`config.mk`:
```
export PLATFORM = sky130hd
export DESIGN_NAME = osc_sequencer_flat
export DESIGN_NICKNAME = d
export VERILOG_FILES = /design/src/rtl/osc_sequencer_if.sv /design/src/rtl/osc_sequencer.sv /design/src/flat_wrapper.sv
export SDC_FILE = /design/constraint.sdc
export NUM_CORES = 1
export LEC_CHECK = 0
export ABC_AREA = 1
export CELL_PAD_IN_SITES_DETAIL_PLACEMENT = 0
export CELL_PAD_IN_SITES_GLOBAL_PLACEMENT = 2
export CORE_ASPECT_RATIO = 0.6
export CORE_MARGIN = 8
export CORE_UTILIZATION = 25
export CTS_CLUSTER_SIZE = 25
export DETAILED_ROUTE_END_ITERATION = 8
export PLACE_DENSITY = 0.81
export SYNTH_ARGS = -nofsm -noshare
export SYNTH_HDL_FRONTEND = slang
export SYNTH_SLANG_ARGS = --single-unit
```
`constraint.sdc`:
```
create_clock -name Fg_CLK -period 2.1 [get_ports Fg_CLK]
set_clock_uncertainty 0.1 [all_clocks]
set_input_delay 0.42 -clock Fg_CLK [delete_from_list [all_inputs] [get_ports Fg_CLK]]
set_output_delay 0.42 -clock Fg_CLK [all_outputs]
set_load 0.01 [all_outputs]
```
`src/rtl/osc_sequencer_if.sv`:
```
// Coefficient-set handshake between the host register block and osc_sequencer.
interface osc_sequencer_if #(
  parameter int DIV_W = 16
);
  logic             cfg_valid;
  logic             cfg_ready;
  logic [31:0]      cfg_sinx;
  logic [31:0]      cfg_cos2x;
  logic [2:0]       cfg_mode;
  logic [DIV_W-1:0] cfg_div;

  modport master (output cfg_valid, cfg_sinx, cfg_cos2x, cfg_mode, cfg_div,
                  input  cfg_ready);
  modport slave  (input  cfg_valid, cfg_sinx, cfg_cos2x, cfg_mode, cfg_div,
                  output cfg_ready);
endinterface

```
`src/rtl/osc_sequencer.sv`:
```
// Control front-end for the recursive sine oscillator: loads coefficient sets,
// primes and paces the oscillator, and supervises run-time frequency changes.
module osc_sequencer #(
  parameter int DIV_W = 16,
  parameter int TMO_W = 12
) (
  input  logic             Fg_CLK,
  input  logic             RESETn,
  osc_sequencer_if.slave   cfg,
  input  logic             start,
  input  logic             stop,
  input  logic [TMO_W-1:0] tmo_limit,
  input  logic [31:0]      osc_out2,
  output logic             osc_Ready,
  output logic             osc_Enable,
  output logic             osc_FreqChng,
  output logic [2:0]       osc_mode,
  output logic [31:0]      osc_sinx,
  output logic [31:0]      osc_cos2x,
  output logic             running,
  output logic             chg_done,
  output logic             chg_err
);

  typedef enum logic [1:0] {IDLE, PRIME, RUN, CHG_WAIT} state_t;

  state_t           state_q, state_d;
  logic             loaded_q;
  logic [DIV_W-1:0] div_q;
  logic [DIV_W-1:0] cnt_q;
  logic [TMO_W-1:0] tmo_q;
  logic             chk_q;

  logic ready_c, accept, active, enable_c, done_c, timeout_c;

  always_ff @(posedge Fg_CLK or negedge RESETn) begin
    if (!RESETn) state_q <= IDLE;
    else         state_q <= state_d;
  end

  // A stop in the same cycle withdraws ready so the host never sees a dropped set as taken.
  always_comb begin
    state_d   = state_q;
    done_c    = 1'b0;
    timeout_c = 1'b0;
    active    = (state_q == RUN) || (state_q == CHG_WAIT);
    enable_c  = active && (cnt_q == div_q);
    ready_c   = ((state_q == IDLE) || (state_q == RUN)) && !stop;
    accept    = cfg.cfg_valid && ready_c;
    case (state_q)
      IDLE:     if (!accept && start && loaded_q) state_d = PRIME;
      PRIME:    state_d = RUN;
      RUN:      if (accept) state_d = CHG_WAIT;
      CHG_WAIT: begin
        if (chk_q && !stop) begin
          if (osc_out2 == 32'd0) begin
            done_c  = 1'b1;
            state_d = RUN;
          end else if (tmo_q >= tmo_limit) begin
            timeout_c = 1'b1;
            state_d   = RUN;
          end
        end
      end
      default:  state_d = IDLE;
    endcase
    if (stop) state_d = IDLE;
  end

  assign cfg.cfg_ready = ready_c;
  assign osc_Ready     = (state_q == PRIME);
  assign osc_Enable    = enable_c;
  assign running       = (state_q != IDLE);
  assign chg_done      = done_c;

  // chk_q marks the cycle after a strobe issued while waiting; only then is Out2 trusted.
  always_ff @(posedge Fg_CLK or negedge RESETn) begin
    if (!RESETn) begin
      loaded_q     <= 1'b0;
      div_q        <= '0;
      cnt_q        <= '0;
      tmo_q        <= '0;
      chk_q        <= 1'b0;
      osc_FreqChng <= 1'b0;
      osc_mode     <= '0;
      osc_sinx     <= '0;
      osc_cos2x    <= '0;
      chg_err      <= 1'b0;
    end else begin
      osc_FreqChng <= accept && (state_q == RUN);
      chk_q        <= (state_q == CHG_WAIT) && enable_c && !stop;

      if (accept) begin
        osc_sinx  <= cfg.cfg_sinx;
        osc_cos2x <= cfg.cfg_cos2x;
        osc_mode  <= cfg.cfg_mode;
        div_q     <= cfg.cfg_div;
        loaded_q  <= 1'b1;
      end

      if (!active || (state_d == IDLE) || accept || enable_c) cnt_q <= '0;
      else                                                     cnt_q <= cnt_q + DIV_W'(1);

      if (accept)                                 tmo_q <= '0;
      else if ((state_q == CHG_WAIT) && enable_c) tmo_q <= tmo_q + TMO_W'(1);

      if (stop)           chg_err <= 1'b0;
      else if (timeout_c) chg_err <= 1'b1;
    end
  end

endmodule
```
`src/flat_wrapper.sv`:
```
// flat-port wrapper written by rule: the top's interface ports become plain ports
module osc_sequencer_flat 
#(
  parameter int DIV_W = 16,
  parameter int TMO_W = 12
)
  (Fg_CLK, RESETn, start, stop, tmo_limit, osc_out2, osc_Ready, osc_Enable, osc_FreqChng, osc_mode, osc_sinx, osc_cos2x, running, chg_done, chg_err, cfg_cfg_valid, cfg_cfg_sinx, cfg_cfg_cos2x, cfg_cfg_mode, cfg_cfg_div, cfg_cfg_ready);
  osc_sequencer_if #(.DIV_W(DIV_W)) cfg_i ();
  input  logic Fg_CLK;
  input  logic RESETn;
  input  logic start;
  input  logic stop;
  input  logic [TMO_W-1:0] tmo_limit;
  input  logic [31:0] osc_out2;
  output logic osc_Ready;
  output logic osc_Enable;
  output logic osc_FreqChng;
  output logic [2:0] osc_mode;
  output logic [31:0] osc_sinx;
  output logic [31:0] osc_cos2x;
  output logic running;
  output logic chg_done;
  output logic chg_err;
  input wire logic [$bits(cfg_i.cfg_valid)-1:0] cfg_cfg_valid;
  input wire logic [$bits(cfg_i.cfg_sinx)-1:0] cfg_cfg_sinx;
  input wire logic [$bits(cfg_i.cfg_cos2x)-1:0] cfg_cfg_cos2x;
  input wire logic [$bits(cfg_i.cfg_mode)-1:0] cfg_cfg_mode;
  input wire logic [$bits(cfg_i.cfg_div)-1:0] cfg_cfg_div;
  output wire logic [$bits(cfg_i.cfg_ready)-1:0] cfg_cfg_ready;
  assign cfg_i.cfg_valid = cfg_cfg_valid;
  assign cfg_i.cfg_sinx = cfg_cfg_sinx;
  assign cfg_i.cfg_cos2x = cfg_cfg_cos2x;
  assign cfg_i.cfg_mode = cfg_cfg_mode;
  assign cfg_i.cfg_div = cfg_cfg_div;
  assign cfg_cfg_ready = cfg_i.cfg_ready;
  osc_sequencer #(.DIV_W(DIV_W), .TMO_W(TMO_W)) u_core (.Fg_CLK(Fg_CLK), .RESETn(RESETn), .cfg(cfg_i), .start(start), .stop(stop), .tmo_limit(tmo_limit), .osc_out2(osc_out2), .osc_Ready(osc_Ready), .osc_Enable(osc_Enable), .osc_FreqChng(osc_FreqChng), .osc_mode(osc_mode), .osc_sinx(osc_sinx), .osc_cos2x(osc_cos2x), .running(running), .chg_done(chg_done), .chg_err(chg_err));
endmodule
```
# [Yosys cells after proc, flatten, opt, wreduce, memory -nomap -nowiden]
# Cells that the tools add are included.
[op_classes] addsub=2 magnitude_cmp=1 eq_ne=4 mux=19 reduce_logical=23
[op_table] operator="$logic_not 32->1" n=1
[op_table] operator="$mux 12" n=2
[op_table] operator="$add 16x1->16 const B" n=1
[op_table] operator="$eq 16x16->1" n=1
[op_table] operator="$mux 16" n=1
[op_table] operator="$add 12x1->12 const B" n=1
[op_table] operator="$ge 12x12->1" n=1
[op_table] operator="$mux 2" n=6
[op_table] operator="$logic_and 1x1->1" n=9
[op_table] operator="$mux 1" n=9
[op_table] operator="$pmux 2 s4" n=1
[op_table] operator="$reduce_bool 2->1" n=3
[op_table] operator="$logic_or 1x1->1" n=5
[op_table] operator="$eq 2x2->1 const B" n=2
[op_table] operator="$logic_not 2->1" n=2
[op_table] operator="$logic_not 1->1" n=3
[op_table] operator="$eq 2x1->1 const B" n=1
[totals] reg_bits=117 input_bits=132 output_inout_bits=74 elab_cells=60

# [Depth between registers and ports, before layout]
# Gate-level depths: netlist of the first run.
[depth] depth_word=15 depth_mapped=12

# [Worst setup path before layout of the first run]
# OpenSTA, ideal clock, no wires.
[synth_timing] kind="in2out" from="input osc_out2[23]" to="output chg_done" arrival_ns=1.164 required_time_ns=1.580 slack_ns=0.416 stages=6 n_path_buf=0 path_cell_list="nor2_1 > and2_1 > nand2_1 > nor2_1 > nand2_1 > nor4_1"
[synth_between] elab_chain_len=4
[synth_rtl] item="from (decl)" line="flat_wrapper.sv:14" source="input logic [31:0] osc_out2;"
[synth_rtl] item="$logic_not 32->1" line="osc_sequencer.sv:56" source="if (osc_out2 == 32'd0) begin"
[synth_rtl] item="$mux 1" line="osc_sequencer.sv:56"
[synth_rtl] item="$mux 1" line="osc_sequencer.sv:55" source="if (chk_q && !stop) begin"
[synth_rtl] item="$mux 1" line="osc_sequencer.sv:50" source="case (state_q)"
[synth_rtl] item="to (decl)" line="flat_wrapper.sv:22" source="output logic chg_done;"
# No other way between the ends.

# [Final worst setup path of the first run]
[layout_timing] from="register u_core.cnt_q[12]" to="output osc_Enable"
[layout_between] elab_chain_len=2
[layout_rtl] item="from (decl)" line="osc_sequencer.sv:30" source="logic [DIV_W-1:0] cnt_q;"
[layout_rtl] item="from (signal assigned)" line="osc_sequencer.sv:102" source="else cnt_q <= cnt_q + DIV_W'(1);"
[layout_rtl] item="$eq 16x16->1" line="osc_sequencer.sv:47" source="enable_c = active && (cnt_q == div_q);"
[layout_rtl] item="$logic_and 1x1->1" line="osc_sequencer.sv:47"
[layout_rtl] item="to (decl)" line="flat_wrapper.sv:16" source="output logic osc_Enable;"
# No other way between the ends.

==> flow_summary.yaml, run 1 <==
setup_path:
  cp.required_ns: 1.58
  start_kind: "register"
  crit_arrival_ns: 1.74
  setup.worst_path.class: "register to output port"
  worst_r2r_path_depth: 9
  worstSetupEndpointType: "output port"
  critPathMaxFanout: 2
die:
  fp.dieW_um: 213
  floorplan.die.height_um: 134
  core_rows: 43
  design.die.area_um2: 28700
  ios: 206
  fp.coreArea_um2: 23000
  initial_util: 0.254
clock_tree:
  cts_max_path_buffers: 2
  tritoncts: "yes"
  numCtsBuffers: 17
  h-tree-depth: 4
  clock_latency_ns: 0.43
  hold_buffers: 0
  worst_setup_hold_path_clk_slew_ns: 0.05
  clockRootBuffer: "clkbuf_16"
  cts.sinks: 117
logic_synthesis:
  syn-num-nets: 902
  netlist_top_cells_area: "dfrtp_1 50%, nand2_1 21%, inv_1 4.9%"
  synth_top_cell_area_share: 0.501
  syn-instance-count: 756
  synth.ff_latch_count: 117
  yosysWarnings: 0
  postSynthAreaPerCell_um2: 7.74
  synth.cell_area_um2: 5850
  yosysUniqueCellTypes: 29
  synth_seq_area_share: 0.501
  yosysTopAreaCell: "dfrtp_1"
finish:
  mostFrequentLayoutCells: "323 x nand2_1, 167 x clkdlybuf4s50_1, 117 x dfrtp_1"
  drive_gt1_frac: 0.157
  mostFrequentLayoutCell: "nand2_1"
  fin_area_um2: 9500
  num-fill-cells: 2382
  postLayoutCoreUtil: 0.412
  finalNetCount: 1173
  p_r_area_growth_vs_syn_pct: 62.4
  num_antenna_cells: 0
worst_hold_path:
  min_delay_worst_type: "input pin to async pin"
power_and_ir_drop:
  max-vdd-ir-drop_mv: 0.667
  cellPowerDensity_nw_per_um2: 925
  p_leak_nw: 4.82
global_route:
  global_route.overflow_total: 0
  grt_pass1_vias: 5646
  grt_pass1_wl_um: 31800
  groute.usage.overall: 0.143
  maximum_number_of_pins_on_one_net_before_global_route_repair: 118
  grt_antenna_before_repair: 1
placement:
  port_buffers: 205
  detailed_place.area_um2: 8800
  final_estimated_routing_congestion_in_global_placement: 0.821
  dpl.hpwl_um: 15000
  preCtsSetupSlack_ns: -0.526
drt:
  drtIter0Drc: 373
  drt_wl_total_um: 19900
  drtAntennaViolNets: 0
  dr_total_vias: 5566
  detail_route.wl_per_cell_um: 14.7
  drtPass1Iterations: 5
  vias_per_cell: 4.11
  drc: 0
outcome:
  violations_in_the_final_reports: "hold timing, setup timing"
  status: "complete, but fails checks"
timing:
  report.final.setup_viol: 1
  postLayoutSetupSlackWorst_ns: -0.157
  finalCritPeriodShare: 1.07
  worst_slew_pin_slew_ns: 0.747
  slew_viol_final: 0
  timing.final.crit_period_ns: 2.26
  maxSlewHeadroom: 0.502
  final.hold.worst_slack_ns: -0.0835
  timing_hold_violations_final: 38
  timing.fmax_ghz: 0.443
  grt_setup_unrepaired: "true"
flow_run:
  max_cap_viol_count: 0
## repair_timing
action                                  4_1_cts  5_1_grt
buffers inserted                              1        2
resized for setup                            35       55
gates cloned                                  0        0
pin swaps                                     3       36
endpoints found under the setup margin        5        2
## layout make-up
class / instances / area, um^2 / area share
Clock buffer: 22 / 494 / 0.0520
Clock inverter: 8 / 98.8 / 0.0104
Inverter: 82 / 308 / 0.0324
Multi-Input combinational cell: 530 / 2570 / 0.270
Sequential cell: 117 / 2930 / 0.308
Tap cell: 315 / 394 / 0.0415
Timing Repair Buffer: 279 / 2710 / 0.285
## cells by family after synthesis
logic type      synth area share
simple gates               0.335
flops                      0.501
buf+inv                   0.0753
compound gates            0.0235
xor+xnor                  0.0359
fa+ha+maj                 0.0300
## through the flow
step / hold slack, ns / instances / power [mW] / setup TNS, ns
final: -0.0835 / 1353 / 8.78 / -0.157
after global routing: 0.0501 / 1353 / 9.37 / -0.240
after CTS: 0.0202 / 1351 / 8.93 / -0.173
after detailed placement: 0.358 / 1320 / 5.90 / -1.39
after global placement: 0.352 / 1320 / 5.92 / -1.24
after floorplan: 0.0244 / 756 / 4.10 / 0
## registers in the layout, summed over array words and instances, names as in the netlist
signal               count
u_core.osc_mode          3
u_core.state_q           2
u_core.cnt_q            16
u_core.chg_err           1
u_core.osc_sinx         32
u_core.osc_cos2x        32
u_core.tmo_q            12
u_core.loaded_q          1
u_core.osc_FreqChng      1
u_core.chk_q             1
u_core.div_q            16
## worst max-delay path, stage by stage (launching register included)
cell	delay, ns
dfrtp_1	0.40
xor2_2	0.20
nand3b_1	0.19
nor3_2	0.21
nand3_2	0.14
inv_2	0.08
buf_6	0.10
## worst paths after layout
path	startpoint	to	slack, ns
max	u_core.cnt_q[12]$_DFF_PN0_	osc_Enable	-0.16
max reg2reg	u_core.cnt_q[0]$_DFF_PN0_	u_core.cnt_q[14]$_DFF_PN0_	0.12
min reg2reg	u_core.osc_sinx[19]$_DFFE_PN0P_	u_core.osc_sinx[19]$_DFFE_PN0P_	0.37
min	RESETn	u_core.osc_cos2x[9]$_DFFE_PN0P_	-0.08
min in group Fg_CLK	u_core.osc_sinx[19]$_DFFE_PN0P_	u_core.osc_sinx[19]$_DFFE_PN0P_	0.37
max in group asynchronous	RESETn	u_core.cnt_q[14]$_DFF_PN0_	1.35
## metal layers
metal  wire (um)  track usage  vias to the layer above  part of all wire
met5          13            0                        -           0.00065
met4         189       0.0398                        2            0.0095
met3        2480       0.0798                       14              0.12
met2        7470        0.181                      176              0.38
met1        9730        0.201                     2504              0.49
li1            -            -                     2870                 -
## synthesized netlist by cell type (all sizes together)
library cell and number:
nand2 328, dfrtp 117, inv 82, nor2 60
nand3 27, xor2 19, nand4 18, buf 16
nor3 16, o21ai 15, ha 14, clkbuf 11
a21oi 7, nand3b 6, nor4 6, xnor2 5
nor3b 3, and2 2, or2 2, a41oi 1
o21bai 1
## power breakdown
part	internal [mW]	total, mW	switching (mW)	leakage, nW
sequential	2.78	3.08	0.304	1.50
combinational	1.48	2.77	1.28	3.04
clock	1.88	2.93	1.05	0.290
Note: power is estimated with default switching activity, not from simulation.
==> inputs of run 2 (changes only) <==
--- a/config.mk
+++ b/config.mk
@@ -10,10 +10,11 @@
 export CELL_PAD_IN_SITES_GLOBAL_PLACEMENT = 2
 export CORE_ASPECT_RATIO = 0.6
 export CORE_MARGIN = 8
-export CORE_UTILIZATION = 25
+export CORE_UTILIZATION = 35
 export CTS_CLUSTER_SIZE = 25
 export DETAILED_ROUTE_END_ITERATION = 8
-export PLACE_DENSITY = 0.81
+export DONT_BUFFER_PORTS = 1
+export PLACE_DENSITY = 0.8
 export SYNTH_ARGS = -nofsm -noshare
 export SYNTH_HDL_FRONTEND = slang
 export SYNTH_SLANG_ARGS = --single-unit
==> flow_summary.yaml, run 2 (synthesized netlist as in run 1, its figures left out) <==
outcome:
  status: "complete, but fails checks"
  violations_in_the_final_reports: "hold timing, setup timing"
finish:
  ff_latch_area_um2: 2940
  num-fill-cells: 1699
  num_antenna_cells: 0
  top_regs: "u_core.osc_cos2x x32, u_core.osc_sinx x32"
  drive_gt1_frac: 0.114
  postLayoutCoreUtil: 0.418
  mostFrequentLayoutCell: "nand2_1"
  fin_area_um2: 6820
  p_r_area_growth_vs_syn_pct: 16.6
  multi_input_logic_area_um2: 2540
  finalNetCount: 912
  mostFrequentLayoutCells: "326 x nand2_1, 111 x dfrtp_1, 74 x inv_1"
timing:
  maxSlewHeadroom: 0.551
  grt_setup_unrepaired: "true"
  slew_viol_final: 0
  timing.fmax_ghz: 0.463
  timing.final.crit_period_ns: 2.16
  totalNegativeSetupSlack_ns: -0.0586
  timing_hold_violations_final: 117
  postLayoutSetupSlackWorst_ns: -0.0586
  finalCritPeriodShare: 1.03
  report.final.setup_viol: 1
  worst_slew_pin_slew_ns: 0.674
  final.hold.worst_slack_ns: -0.395
die:
  initial_util: 0.359
  fp.coreArea_um2: 16300
  ios: 206
  design.die.area_um2: 21200
  fp.dieW_um: 183
  core_rows: 36
  floorplan.die.height_um: 116
drt:
  drt_wl_total_um: 17300
  drtPass1Iterations: 5
  detail_route.wl_per_cell_um: 17.2
  dr_total_vias: 4788
  drc: 0
  drtIter0Drc: 310
  drtAntennaViolNets: 0
  vias_per_cell: 4.75
setup_path:
  worst_r2r_path_depth: 8
  cp.required_ns: 1.58
  crit_arrival_ns: 1.64
  setup.worst_path.class: "register to output port"
  critPathMaxFanout: 2
  start_kind: "register"
  worstSetupEndpointType: "output port"
clock_tree:
  cts_max_path_buffers: 2
  worst_setup_hold_path_clk_slew_ns: 0.06
  cts.sinks: 117
  clock_latency_ns: 0.40
  h-tree-depth: 4
  clockRootBuffer: "clkbuf_16"
  tritoncts: "yes"
  hold_buffers: 1
  numCtsBuffers: 17
power_and_ir_drop:
  power.net_switching_mw: 2.49
  cellPowerDensity_nw_per_um2: 1090
  sw_frac_of_total: 0.334
  internal_power_mw: 4.96
  power_frac_seq: 0.462
  power.share.clock: 0.393
  p_leak_nw: 3.50
  max-vdd-ir-drop_mv: 0.519
  power.combinational.fraction: 0.145
placement:
  port_buffers: 0
  final_estimated_routing_congestion_in_global_placement: 0.881
  dpl.hpwl_um: 12900
  detailed_place.area_um2: 6110
  preCtsSetupSlack_ns: 0.183
global_route:
  grt_antenna_before_repair: 0
  grt_pass1_vias: 4786
  groute.usage.overall: 0.162
  global_route.overflow_total: 0
  grt_pass1_wl_um: 27000
  maximum_number_of_pins_on_one_net_before_global_route_repair: 118
flow_run:
  max_cap_viol_count: 0
worst_hold_path:
  min_delay_worst_type: "input pin to async pin"
run 2: changes by cell type in the layout (fill, tap and decap cells not counted), sizes merged, moves of 2 or more:
| cell | before | now |
|---|---|---|
| clkinvlp | 2 | 4 |
| dlymetal6s2s | 22 | 0 |
| clkdlybuf4s50 | 167 | 0 |
| buf | 77 | 17 |
| inv | 82 | 90 |
| dlygate4sd2 | 3 | 0 |
| clkinv | 4 | 0 |
| clkbuf | 31 | 18 |
run 2: area by class of cell:
type / instances / share of cell area
Clock buffer: 18 / 0.0629
Tap cell: 228 / 0.0418
Inverter: 82 / 0.0451
Clock inverter: 14 / 0.0239
Multi-Input combinational cell: 530 / 0.372
Timing Repair Buffer: 18 / 0.0239
Sequential cell: 117 / 0.430
run 2: per-stage QoR:
| stage | power, mW | hold slack [ns] | cells |
|---|---|---|---|
| floorplan | 4.10 | 0.0244 | 756 |
| detailed placement | 4.53 | 0.0280 | 967 |
| global route | 7.90 | -0.431 | 1007 |
| CTS | 7.54 | -0.421 | 1004 |
| finish | 7.44 | -0.395 | 1007 |
| global placement | 4.49 | 0.0288 | 967 |
run 2: final timing paths:
check	start	end	slack, ns
max reg2reg	u_core.cnt_q[0]$_DFF_PN0_	u_core.cnt_q[14]$_DFF_PN0_	0.24
max in group asynchronous	RESETn	u_core.cnt_q[8]$_DFF_PN0_	2.02
min reg2reg	u_core.loaded_q$_DFFE_PN0P_	u_core.loaded_q$_DFFE_PN0P_	0.37
min	RESETn	u_core.osc_cos2x[0]$_DFFE_PN0P_	-0.39
max	u_core.div_q[6]$_DFFE_PN0P_	osc_Enable	-0.06
min in group Fg_CLK	cfg_cfg_sinx[31]	u_core.osc_sinx[31]$_DFFE_PN0P_	0.03
run 2: what timing repair did:
action / in CTS / in global routing
buffers inserted: 4 / 3
gates resized for setup: 11 / 8
setup endpoints to repair: 1 / 2
pin swaps: 3 / 2
endpoints found under the hold margin: 119 / 117
run 2: worst max-delay path: stages (launching register included):
cell	delay [ns]
dfrtp_1	0.43
xnor2_2	0.24
nand3_1	0.13
nor3b_2	0.19
nand3_2	0.14
inv_2	0.11
run 2: power groups by stage:
stage | Clock, mW | Sequential, mW | Combinational, mW
finish | 2.93 | 3.44 | 1.08
global route | 3.12 | 3.51 | 1.27
CTS | 3.01 | 3.46 | 1.07
detailed placement | 0 | 3.48 | 1.06
global placement | 0 | 3.48 | 1.00
floorplan | 0 | 3.28 | 0.818
run 2: per-layer routing:
metal,global-route usage,vias to the layer above,share of wire
li1,-,2355,-
met1,0.224,2228,0.47
met2,0.230,198,0.42
met3,0.0687,7,0.10
met4,0.0405,0,0.0056
met5,0,-,0
